**src/rtl/seg_scan.sv**
```systemverilog
// Multiplexed 7-segment scanner: one digit per clk_1k rise, BCD value latched once per frame,
// with leading-zero blanking, per-digit decimal point and per-digit blink.
module seg_scan #(
    parameter int DIGITS      = 8,
    parameter int BLINK_TICKS = 250
) (
    input  logic                  clk,
    input  logic                  rst,
    input  logic                  clk_1k,
    input  logic [4*DIGITS-1:0]   value,
    input  logic [DIGITS-1:0]     dp_mask,
    input  logic [DIGITS-1:0]     blink_mask,
    input  logic                  lz_blank,
    output logic [DIGITS-1:0]     an,
    output logic [6:0]            seg,
    output logic                  dp,
    output logic                  frame_start
);

    localparam int IDX_W = (DIGITS > 1) ? $clog2(DIGITS) : 1;
    localparam int CNT_W = (BLINK_TICKS > 1) ? $clog2(BLINK_TICKS) : 1;
    localparam logic [IDX_W-1:0] IDX_LAST = IDX_W'(DIGITS - 1);
    localparam logic [CNT_W-1:0] CNT_LAST = CNT_W'(BLINK_TICKS - 1);
    localparam logic [6:0]       SEG_OFF  = 7'h7F;

    logic                s1, s2, s3;
    logic                tick, wrap;
    logic [IDX_W-1:0]    idx;
    logic [4*DIGITS-1:0] frame;
    logic [CNT_W-1:0]    blink_cnt;
    logic                phase;
    logic [DIGITS:0]     upper_zero;
    logic [3:0]          nibble;
    logic                blank;
    logic [DIGITS-1:0]   an_next;
    logic [6:0]          seg_next;
    logic                dp_next;

    function automatic logic [6:0] decode(input logic [3:0] n);
        case (n)
            4'd0:    decode = 7'b1000000;
            4'd1:    decode = 7'b1111001;
            4'd2:    decode = 7'b0100100;
            4'd3:    decode = 7'b0110000;
            4'd4:    decode = 7'b0011001;
            4'd5:    decode = 7'b0010010;
            4'd6:    decode = 7'b0000010;
            4'd7:    decode = 7'b1111000;
            4'd8:    decode = 7'b0000000;
            4'd9:    decode = 7'b0010000;
            default: decode = 7'b0111111;
        endcase
    endfunction

    // clk_1k is asynchronous data: synchronise, then take its rising edge as a one-clk tick.
    // NOTE: state flops use non-blocking assignments so every flop samples pre-edge values.
    always_ff @(posedge clk or negedge rst) begin
        if (!rst) begin
            s1 <= 1'b0;
            s2 <= 1'b0;
            s3 <= 1'b0;
        end else begin
            s1 <= clk_1k;
            s2 <= s1;
            s3 <= s2;
        end
    end

    assign tick = s2 & ~s3;
    assign wrap = tick && (idx == IDX_LAST);

    always_ff @(posedge clk or negedge rst) begin
        if (!rst) begin
            idx         <= '0;
            frame       <= '0;
            frame_start <= 1'b0;
            blink_cnt   <= '0;
            phase       <= 1'b0;
        end else begin
            frame_start <= wrap;
            if (tick) begin
                idx <= wrap ? '0 : idx + 1'b1;
                if (wrap) frame <= value;
                if (blink_cnt == CNT_LAST) begin
                    blink_cnt <= '0;
                    phase     <= ~phase;
                end else begin
                    blink_cnt <= blink_cnt + 1'b1;
                end
            end
        end
    end

    // upper_zero[k]: frame nibbles k..DIGITS-1 are all zero.
    // NOTE: every always_comb output is given a default first so no latch can be inferred.
    always_comb begin
        upper_zero = '1;
        for (int k = DIGITS - 1; k >= 0; k--) begin
            upper_zero[k] = upper_zero[k+1] && (frame[4*k +: 4] == 4'h0);
        end
    end

    always_comb begin
        nibble   = frame[{idx, 2'b00} +: 4];
        blank    = (lz_blank && (idx != '0) && upper_zero[idx]) ||
                   (phase && blink_mask[idx]);
        an_next  = '1;
        seg_next = SEG_OFF;
        dp_next  = 1'b1;
        if (!blank) begin
            an_next  = ~(DIGITS'(1) << idx);
            seg_next = decode(nibble);
            dp_next  = ~dp_mask[idx];
        end
    end

    always_ff @(posedge clk or negedge rst) begin
        if (!rst) begin
            an  <= '1;
            seg <= SEG_OFF;
            dp  <= 1'b1;
        end else begin
            an  <= an_next;
            seg <= seg_next;
            dp  <= dp_next;
        end
    end

endmodule

```
**config.mk**
```make
export PLATFORM = sky130hd
export DESIGN_NAME = seg_scan
export DESIGN_NICKNAME = d
export VERILOG_FILES = /design/src/rtl/seg_scan.sv
export SDC_FILE = /design/constraint.sdc
export NUM_CORES = 1
export LEC_CHECK = 0
export ABC_AREA = 1
export ABC_CLOCK_PERIOD_IN_PS = 1900
export BUFFER_PORTS_ARGS = -buffer_cell sky130_fd_sc_hd__buf_4
export CORE_MARGIN = 5
export CORE_UTILIZATION = 55
export DETAILED_ROUTE_END_ITERATION = 8
export HOLD_SLACK_MARGIN = 0.08
export MAX_ROUTING_LAYER = met4
export PLACE_DENSITY = 0.88
export SYNTH_ARGS = -nofsm -noshare
export SYNTH_HDL_FRONTEND = slang
export SYNTH_SLANG_ARGS = --single-unit
```
**constraint.sdc**
```tcl
create_clock -name clk -period 1.9 [get_ports clk]
set_input_delay 0.285 -clock clk [delete_from_list [all_inputs] [get_ports clk]]
set_output_delay 0.285 -clock clk [all_outputs]
set_load 0.01 [all_outputs]
```
Word level (Yosys, flattened, before mapping)
Memories as Yosys holds them, arrays and structs flattened.
Cells that the tools add are included.
W data, S select, Z words.
{"block": "classes", "n_reduce_logical": 23, "mux": 11, "bitwise": 5, "add_sub_neg": 2, "n_eq_ne": 2, "n_lt_le_gt_ge": 2, "shifts": 2}
{"operator": "$logic_not A4 Y1", "n": 8}
{"operator": "$shiftx A32 B6 Y4", "n": 1}
{"operator": "$mux W8", "n": 2}
{"operator": "$logic_and A1 B1 Y1", "n": 11}
{"operator": "$bmux W1 S3", "n": 3}
{"operator": "$add A8 B1 Y8 const B", "n": 1}
{"operator": "$eq A8 B8 Y1 const B", "n": 1}
{"operator": "$not A8 Y8", "n": 1}
{"operator": "$shl A1 B3 Y8 const A", "n": 1}
{"operator": "$mux W7", "n": 1}
{"operator": "$lt A3 B5 Y1 const B", "n": 1}
{"operator": "$lt A3 B4 Y1 const B", "n": 1}
{"operator": "$mux W1", "n": 4}
{"operator": "$reduce_and A2 Y1", "n": 2}
{"operator": "$add A3 B1 Y3 const B", "n": 1}
{"operator": "$eq A3 B3 Y1 const B", "n": 1}
{"operator": "$mux W3", "n": 1}
{"operator": "$not A1 Y1", "n": 3}
{"operator": "$reduce_bool A3 Y1", "n": 1}
{"operator": "$and A1 B1 Y1", "n": 1}
{"operator": "$logic_or A1 B1 Y1", "n": 1}
{"block": "word_totals", "in_bits": 52, "word_cells": 59, "mem_bits_ro": 112, "regBits": 64, "mem_count": 1}
{"name": "(name not given)", "words": 16, "word_bits": 7, "rd": 1, "rd_ports_with_merged_regs": 0, "wr": 0, "line": "40", "rtl": "case (n)"}

Depth between registers and ports, before layout
Gate-level depths: netlist of the first run.
{"block": "depth", "word_depth": 13, "mapped_depth": 13, "mapped_depth_nobuf": 12}

Worst setup path before layout of the first run
No wires, ideal clock.
{"block": "synth_path", "kind": "register to register", "startpoint": "register idx[0]", "endpoint": "register seg[4]", "setup_time_ns": 0.059, "setup_slack_ns": 0.192, "stages_incl_launch_ff": 13, "period_less_slack_ns": 1.708, "t_arrival_ns": 1.650, "path_cell_list": "dfrtp_1 -> inv_2 -> buf_2 -> nand2_1 -> nand3_1 -> nand3_1 -> nand2_1 -> inv_1 -> ha_1 -> nand3b_1 -> nand3_1 -> nand2_1 -> nand2_2"}
{"block": "synth_between", "elab_chain_len": 5, "word_cells_on_any_way": 12}
{"item": "start: declaration", "line": "28", "rtl": "logic [IDX_W-1:0] idx;"}
{"item": "start signal: assignment", "line": "82", "rtl": "idx <= wrap ? '0 : idx + 1'b1;"}
{"item": "branches (longest 4 deep; another with $mem_v2 Z16 W7)"}
{"item": "$mux W7 (*)", "line": "110", "rtl": "if (!blank) begin"}
{"item": "named net seg_next[4]", "line": "36", "rtl": "logic [6:0] seg_next;"}
{"item": "end signal: assignment", "line": "124", "rtl": "seg <= seg_next;"}
{"item": "end: declaration", "line": "15", "rtl": "output logic [6:0] seg,"}
Mark *: on every way through the listed nets, which the timed path passes. The select of a mux whose other input is x is not followed.
A chain may end at the register's enable or synchronous reset.

Worst setup path after layout of the first run
Ends and elaborated chain as after synthesis.

==> impl_metrics.yaml, run 1 <==
status:
  status: "finished, final reports clean"
floorplanning:
  placementRows: 28
  die_width_um: 88.65
  core_mm2: 0.005956
  dieArea_mm2: 0.007858
  io_pins: 69
  die_h_um: 88.65
  start_util_pct: 57.12
clocking:
  clk_pin_slew_ns: 0.07
  insertion_delay_ns: 0.34
  cts.sinks: 64
  cts_tree: "done"
  htree_levels: 3
  clk_path_buf_depth: 2
  cts-root-buf: "clkbuf_8"
  numCtsBuffers: 9
global_route:
  overflow: 0
  grt_pass1_wl_um: 13340
  grt_pass1_vias: 2943
  antenna_found_initial: 0
  track_usage_pct: 22.64
  grt_max_degree: 65
finish:
  num_antenna_cells: 0
  synthToLayoutAreaGrowth_pct: 22.88
  fin_area_mm2: 0.004180
  fill_cells: 479
  nets: 560
  final_cell_mix: "104 x nand2_1, 82 x buf_4, 51 x inv_1, 48 x dfrtp_1, 41 x nand3_1"
  mostFrequentLayoutCell: "nand2_1"
  drive_above_1_share_pct: 27.05
  final_cells: 574
setup_path:
  cp.required_ns: 2.18
  startpoint_type: "flip-flop"
  cp_max_fo: 14
  crit_path_end_kind: "flip-flop"
  cp.arrival_ns: 2.12
  criticalPathCategory: "reg -> reg"
yosys:
  syn_area_per_cell_um2: 8.198
  synth_area_leaders: "dfrtp_1 35%, dfstp_2 12%, nand2_1 12%"
  synth.cell_area_mm2: 0.003402
  synth_top_area_share_pct: 35.31
  ys_warn_count: 0
  synth_top_area_cell: "dfrtp_1"
  ys_seq_area_share_pct: 47.66
  ys_ff_latch: 64
  synthCells: 415
  syn-num-nets: 480
  yosysUniqueCellTypes: 35
detailed_routing:
  wl_met3_um: 465
  wire_per_inst_um: 13.61
  drtIter0Drc: 161
  drt-total-wl_um: 7814
  viasPerCell: 5.204
  ant_nets: 0
  drc: 0
  first_pass_iters: 5
  vias: 2987
  met2_length_um: 3846
  drt-met1-wl_um: 3406
  dr.max_layer_used: "met4"
power_and_ir_drop:
  peakVddDrop_mv: 0.7977
  leakagePower_nw: 2.083
  pwr_density_cell_mw_per_mm2: 1475
  power.total_mw: 6.167
place:
  placedCellCount: 555
  io_buffer_count: 68
  dp_hpwl_um: 5654
  place.gp.congestion: 0.8898
  place_area_mm2: 0.003960
sta:
  maxSlewViolCount: 0
  timing.hold.ws_ns: 0.1487
  post-route-period-util_pct: 96.84
  finClkSkew_ns: 0.01013
  worst_pin_slew_ns: 0.7784
  min_period_ns: 1.840
  rsz0062_at_grt: "yes"
  hold_violations: 0
  max_freq_ghz: 0.5435
  slew-limit-headroom_pct: 48.11
  setup-violations-final: 0
flow_run:
  cap_violations: 0
worst_hold_path:
  hp-class: "in -> reg"
registers in the layout (all words and copies together) (netlist names):
register     count
seg              7
s1               1
an               8
idx              3
s2               1
phase            1
frame           32
blink_cnt        8
frame_start      1
s3               1
dp               1
stage by stage:
| stage | TNS [ns] | utilization [%] | setup WS, ns |
|---|---|---|---|
| floorplan | 0 | - | 0.1917 |
| global placement | 0 | 66.49 | 0.1307 |
| detailed placement | 0 | 66.49 | 0.08590 |
| CTS | 0 | 69.50 | 0.05541 |
| global route | -0.1878 | 70.19 | -0.06669 |
| finish | 0 | 70.19 | 0.06008 |
layer usage:
metal | track usage (%) | vias up
met4 | 9.203 | 0
li1 | - | 1484
met3 | 4.004 | 12
met1 | 29.37 | 1397
met2 | 35.16 | 94
met5 | - | -
timing repair:
item | CTS | global route
endpoints found under the hold margin | 49 | 0
buffers inserted | 0 | 2
setup endpoints to repair | 0 | 11
gates resized for setup | 0 | 9
hold buffers | 2 | 0
layout make-up:
type | instances | area (um^2) | area share, %
Multi-Input combinational cell | 278 | 1419 | 33.94
Timing Repair Buffer | 88 | 684.4 | 16.37
Tap cell | 75 | 93.84 | 2.245
Clock inverter | 2 | 10.01 | 0.2394
Clock buffer | 13 | 148.9 | 3.562
Inverter | 54 | 202.7 | 4.849
Sequential cell | 64 | 1622 | 38.79
report_power, final:
group	leakage, nW	internal [mW]	switching [mW]
Clock	0.0833	0.499	0.489
Sequential	0.703	1.98	0.255
Combinational	1.30	1.20	1.74
cells by family after synthesis:
logic type / count (synthesis) / share of synthesized area (%)
xor+xnor: 1 / 0.2575
compound gates: 59 / 9.269
mux: 1 / 0.3310
simple gates: 204 / 26.85
fa+ha+maj: 13 / 4.781
flops: 64 / 47.66
buf+inv: 73 / 10.85
path summary, 6_finish.rpt:
kind	from	to	slack (ns)	depth (start not counted)
min in group asynchronous	rst	frame[21]$_DFFE_PN0P_	0.57	2
worst max-delay path	idx[0]$_DFFE_PN0P_	seg[4]$_DFF_PN1_	0.06	12
worst max register to register	idx[0]$_DFFE_PN0P_	seg[4]$_DFF_PN1_	0.06	12
worst min-delay path	value[8]	frame[8]$_DFFE_PN0P_	0.15	3
max in group asynchronous	rst	frame[5]$_DFFE_PN0P_	0.80	2
worst min register to register	s1$_DFF_PN0_	s2$_DFF_PN0_	0.36	0
cells in the mapped netlist, drive strengths merged:
cell type and n:
a211oi 1, a21oi 10, a22o 2, and2 1, buf 15, clkbuf 4
dfrtp 48, dfstp 16, ha 13, inv 54, mux2 1, nand2 114
nand3 42, nand3b 1, nand4 13, nor2 31, nor3 1, o211ai 1
o21ai 43, o22ai 1, o31ai 1, or2 1, xnor2 1
critical path, cell delays in order, from the launching register on:
cell      delay (ns)
dfrtp_1         0.41
inv_2           0.11
buf_6           0.16
nand2_1         0.07
nand3_1         0.06
nand3_1         0.12
nand2_2         0.15
inv_1           0.09
ha_1            0.21
nand3b_1        0.16
nand3_1         0.11
nand2_1         0.07
nand2_2         0.06
Power figures use the tool's default switching activity.
==> run 2, diff against run 1 <==
--- a/config.mk
+++ b/config.mk
@@ -9,11 +9,11 @@
 export ABC_CLOCK_PERIOD_IN_PS = 1900
 export BUFFER_PORTS_ARGS = -buffer_cell sky130_fd_sc_hd__buf_4
 export CORE_MARGIN = 5
-export CORE_UTILIZATION = 55
+export CORE_UTILIZATION = 45
 export DETAILED_ROUTE_END_ITERATION = 8
 export HOLD_SLACK_MARGIN = 0.08
 export MAX_ROUTING_LAYER = met4
-export PLACE_DENSITY = 0.88
+export PLACE_DENSITY = 0.75
 export SYNTH_ARGS = -nofsm -noshare
 export SYNTH_HDL_FRONTEND = slang
 export SYNTH_SLANG_ARGS = --single-unit
==> run 2 against run 1 <==
Sequential power is essentially flat. Flip-flop and latch count unchanged. Highest routed layer unchanged. Hold slack better by 0.0023 ns. Critical path depth down 1. Non-clock buffer count stayed put. Die area up 20%. Register-to-register slack improved by 0.06 ns. Largest cell class unchanged. Fmax increased by 3.1%. Clock skew down 0.0047 ns. Clock power is 18% higher.
==> impl_metrics.yaml, run 2 (synthesis results as in run 1) <==
detailed_routing:
  first_pass_iters: 4
  drt-total-wl_um: 7864
  drc: 0
  wire_per_inst_um: 13.13
  vias: 2958
  ant_nets: 0
  drtIter0Drc: 124
  viasPerCell: 4.938
finish:
  largest_reg_flops: 32
  final_cells: 599
  fill_cells: 695
  drive_above_1_share_pct: 27.20
  registers.top_by_ff_count: "frame"
  final_cell_mix: "105 x nand2_1, 83 x buf_4, 52 x inv_1, 48 x dfrtp_1, 41 x nand3_1"
  nets: 560
  seq_area_mm2: 0.001622
  multi_input_area_mm2: 0.001419
  synthToLayoutAreaGrowth_pct: 25.63
  reg_top3: "frame: 32 flops, an: 8 flops, blink_cnt: 8 flops"
  mostFrequentLayoutCell: "nand2_1"
  num_antenna_cells: 0
floorplanning:
  io_pins: 69
  start_util_pct: 46.65
  dieArea_mm2: 0.009399
  die_width_um: 96.95
  core_mm2: 0.007292
  placementRows: 31
  die_h_um: 96.95
place:
  placedCellCount: 578
  place.gp.congestion: 0.8708
  preCtsSetupSlack_ns: 0.07174
  dp_hpwl_um: 5832
  io_buffer_count: 68
setup_path:
  cp_slowest_stage_delay_ns: 0.40
  cp_max_fo: 10
  startpoint_type: "flip-flop"
  crit_buf_inv: 3
  crit_family: "simple AND/OR/NAND/NOR gates"
  cp.arrival_ns: 2.03
  crit_path_end_kind: "flip-flop"
  criticalPathCategory: "reg -> reg"
  cp.required_ns: 2.15
  cp_common_cell: "nand3_1"
  slowest_stage: "dfrtp_1"
  crit_chain: "inv_2, buf_4, nand2_1, nand3_1, nand3_1, nand2_2, buf_4, ha_1, nand3_1, nand3_1, nand4_1"
sta:
  maxSlewViolCount: 0
  finClkSkew_ns: 0.005418
  max_freq_ghz: 0.5605
  tns_ns: 0
  worst_slack_ns: 0.1160
  hold_violations: 0
  slew-limit-headroom_pct: 76.39
  setup-violations-final: 0
  rsz0062_at_grt: "yes"
  min_period_ns: 1.784
  post-route-period-util_pct: 93.90
  worst_pin_slew_ns: 0.3542
global_route:
  grt_pass1_wl_um: 13660
  antenna_found_initial: 0
  grt_pass1_vias: 2813
  track_usage_pct: 18.12
  overflow: 0
  grt_max_degree: 65
status:
  status: "finished, final reports clean"
clocking:
  cts_tree: "done"
  cts.sinks: 64
  htree_levels: 3
  cts-root-buf: "clkbuf_8"
  clk_pin_slew_ns: 0.07
  insertion_delay_ns: 0.34
  clk_path_buf_depth: 2
  numCtsBuffers: 9
power_and_ir_drop:
  p_switching_mw: 2.451
  leakagePower_nw: 2.108
  peakVddDrop_mv: 0.5320
  p_comb_share_pct: 46.2
  pwr_density_cell_mw_per_mm2: 1469
  seqPwrFrac_pct: 35.2
  cellInternalPower_mw: 3.827
  pwr-share-clk_pct: 18.6
  p_sw_share_pct: 39.04
worst_hold_path:
  hp-class: "in -> reg"
flow_run:
  cap_violations: 0
## run 2: repair_timing
item,in CTS,in global routing
resized for setup,0,3
hold buffers,2,0
setup buffers,0,2
endpoints found under the hold margin,49,0
setup endpoints to repair,0,15
## run 2: worst paths after layout
kind,slack [ns],cells after the start,end,from
min in group asynchronous,0.47,3,frame[22]$_DFFE_PN0P_,rst
min,0.15,3,frame[4]$_DFFE_PN0P_,value[4]
min reg2reg,0.35,0,s2$_DFF_PN0_,s1$_DFF_PN0_
max in group asynchronous,1.10,3,seg[3]$_DFF_PN1_,rst
max,0.12,11,seg[3]$_DFF_PN1_,idx[0]$_DFFE_PN0P_
max reg2reg,0.12,11,seg[3]$_DFF_PN1_,idx[0]$_DFFE_PN0P_
## run 2: worst min-delay path, stage by stage
cell,delay (ns)
buf_4,0.07
nand2_1,0.04
o21ai_0,0.06
## run 2: layer usage
metal  GRT usage, %  vias up  share of wire [%]
li1               -     1487                  -
met1          24.74     1376                 47
met2          26.27       83                 45
met3          5.036       12                5.9
met4          5.508        0                1.2
met5              -        -                  0
## run 2: power groups by stage
stage	combinational, mW	clock (mW)	sequential, mW
2_1_floorplan	1.98	0	2.26
5_1_grt	3.30	1.26	2.27
3_5_place_dp	2.80	0	2.23
3_3_place_gp	2.74	0	2.21
6_report	2.90	1.17	2.21
4_1_cts	2.82	1.20	2.21
## run 2: area by class of cell
type                    count  area share [%]
repair buffers             88           16.57
clock buffers              13           3.718
inverters                  54           4.742
clock inverters             3          0.9368
well taps                  99           2.898
flip-flops and latches     64           37.94
multi-input cells         278           33.20
## run 2: stage by stage
stage | hold WS [ns] | util (%) | power (mW) | cell area (um^2)
floorplan | -0.01059 | - | 4.235 | 3402
global placement | 0.3035 | 54.96 | 4.952 | 4008
detailed placement | 0.3074 | 54.96 | 5.030 | 4008
CTS | 0.1393 | 57.96 | 6.233 | 4227
global route | 0.1423 | 58.61 | 6.836 | 4274
finish | 0.1510 | 58.61 | 6.279 | 4274
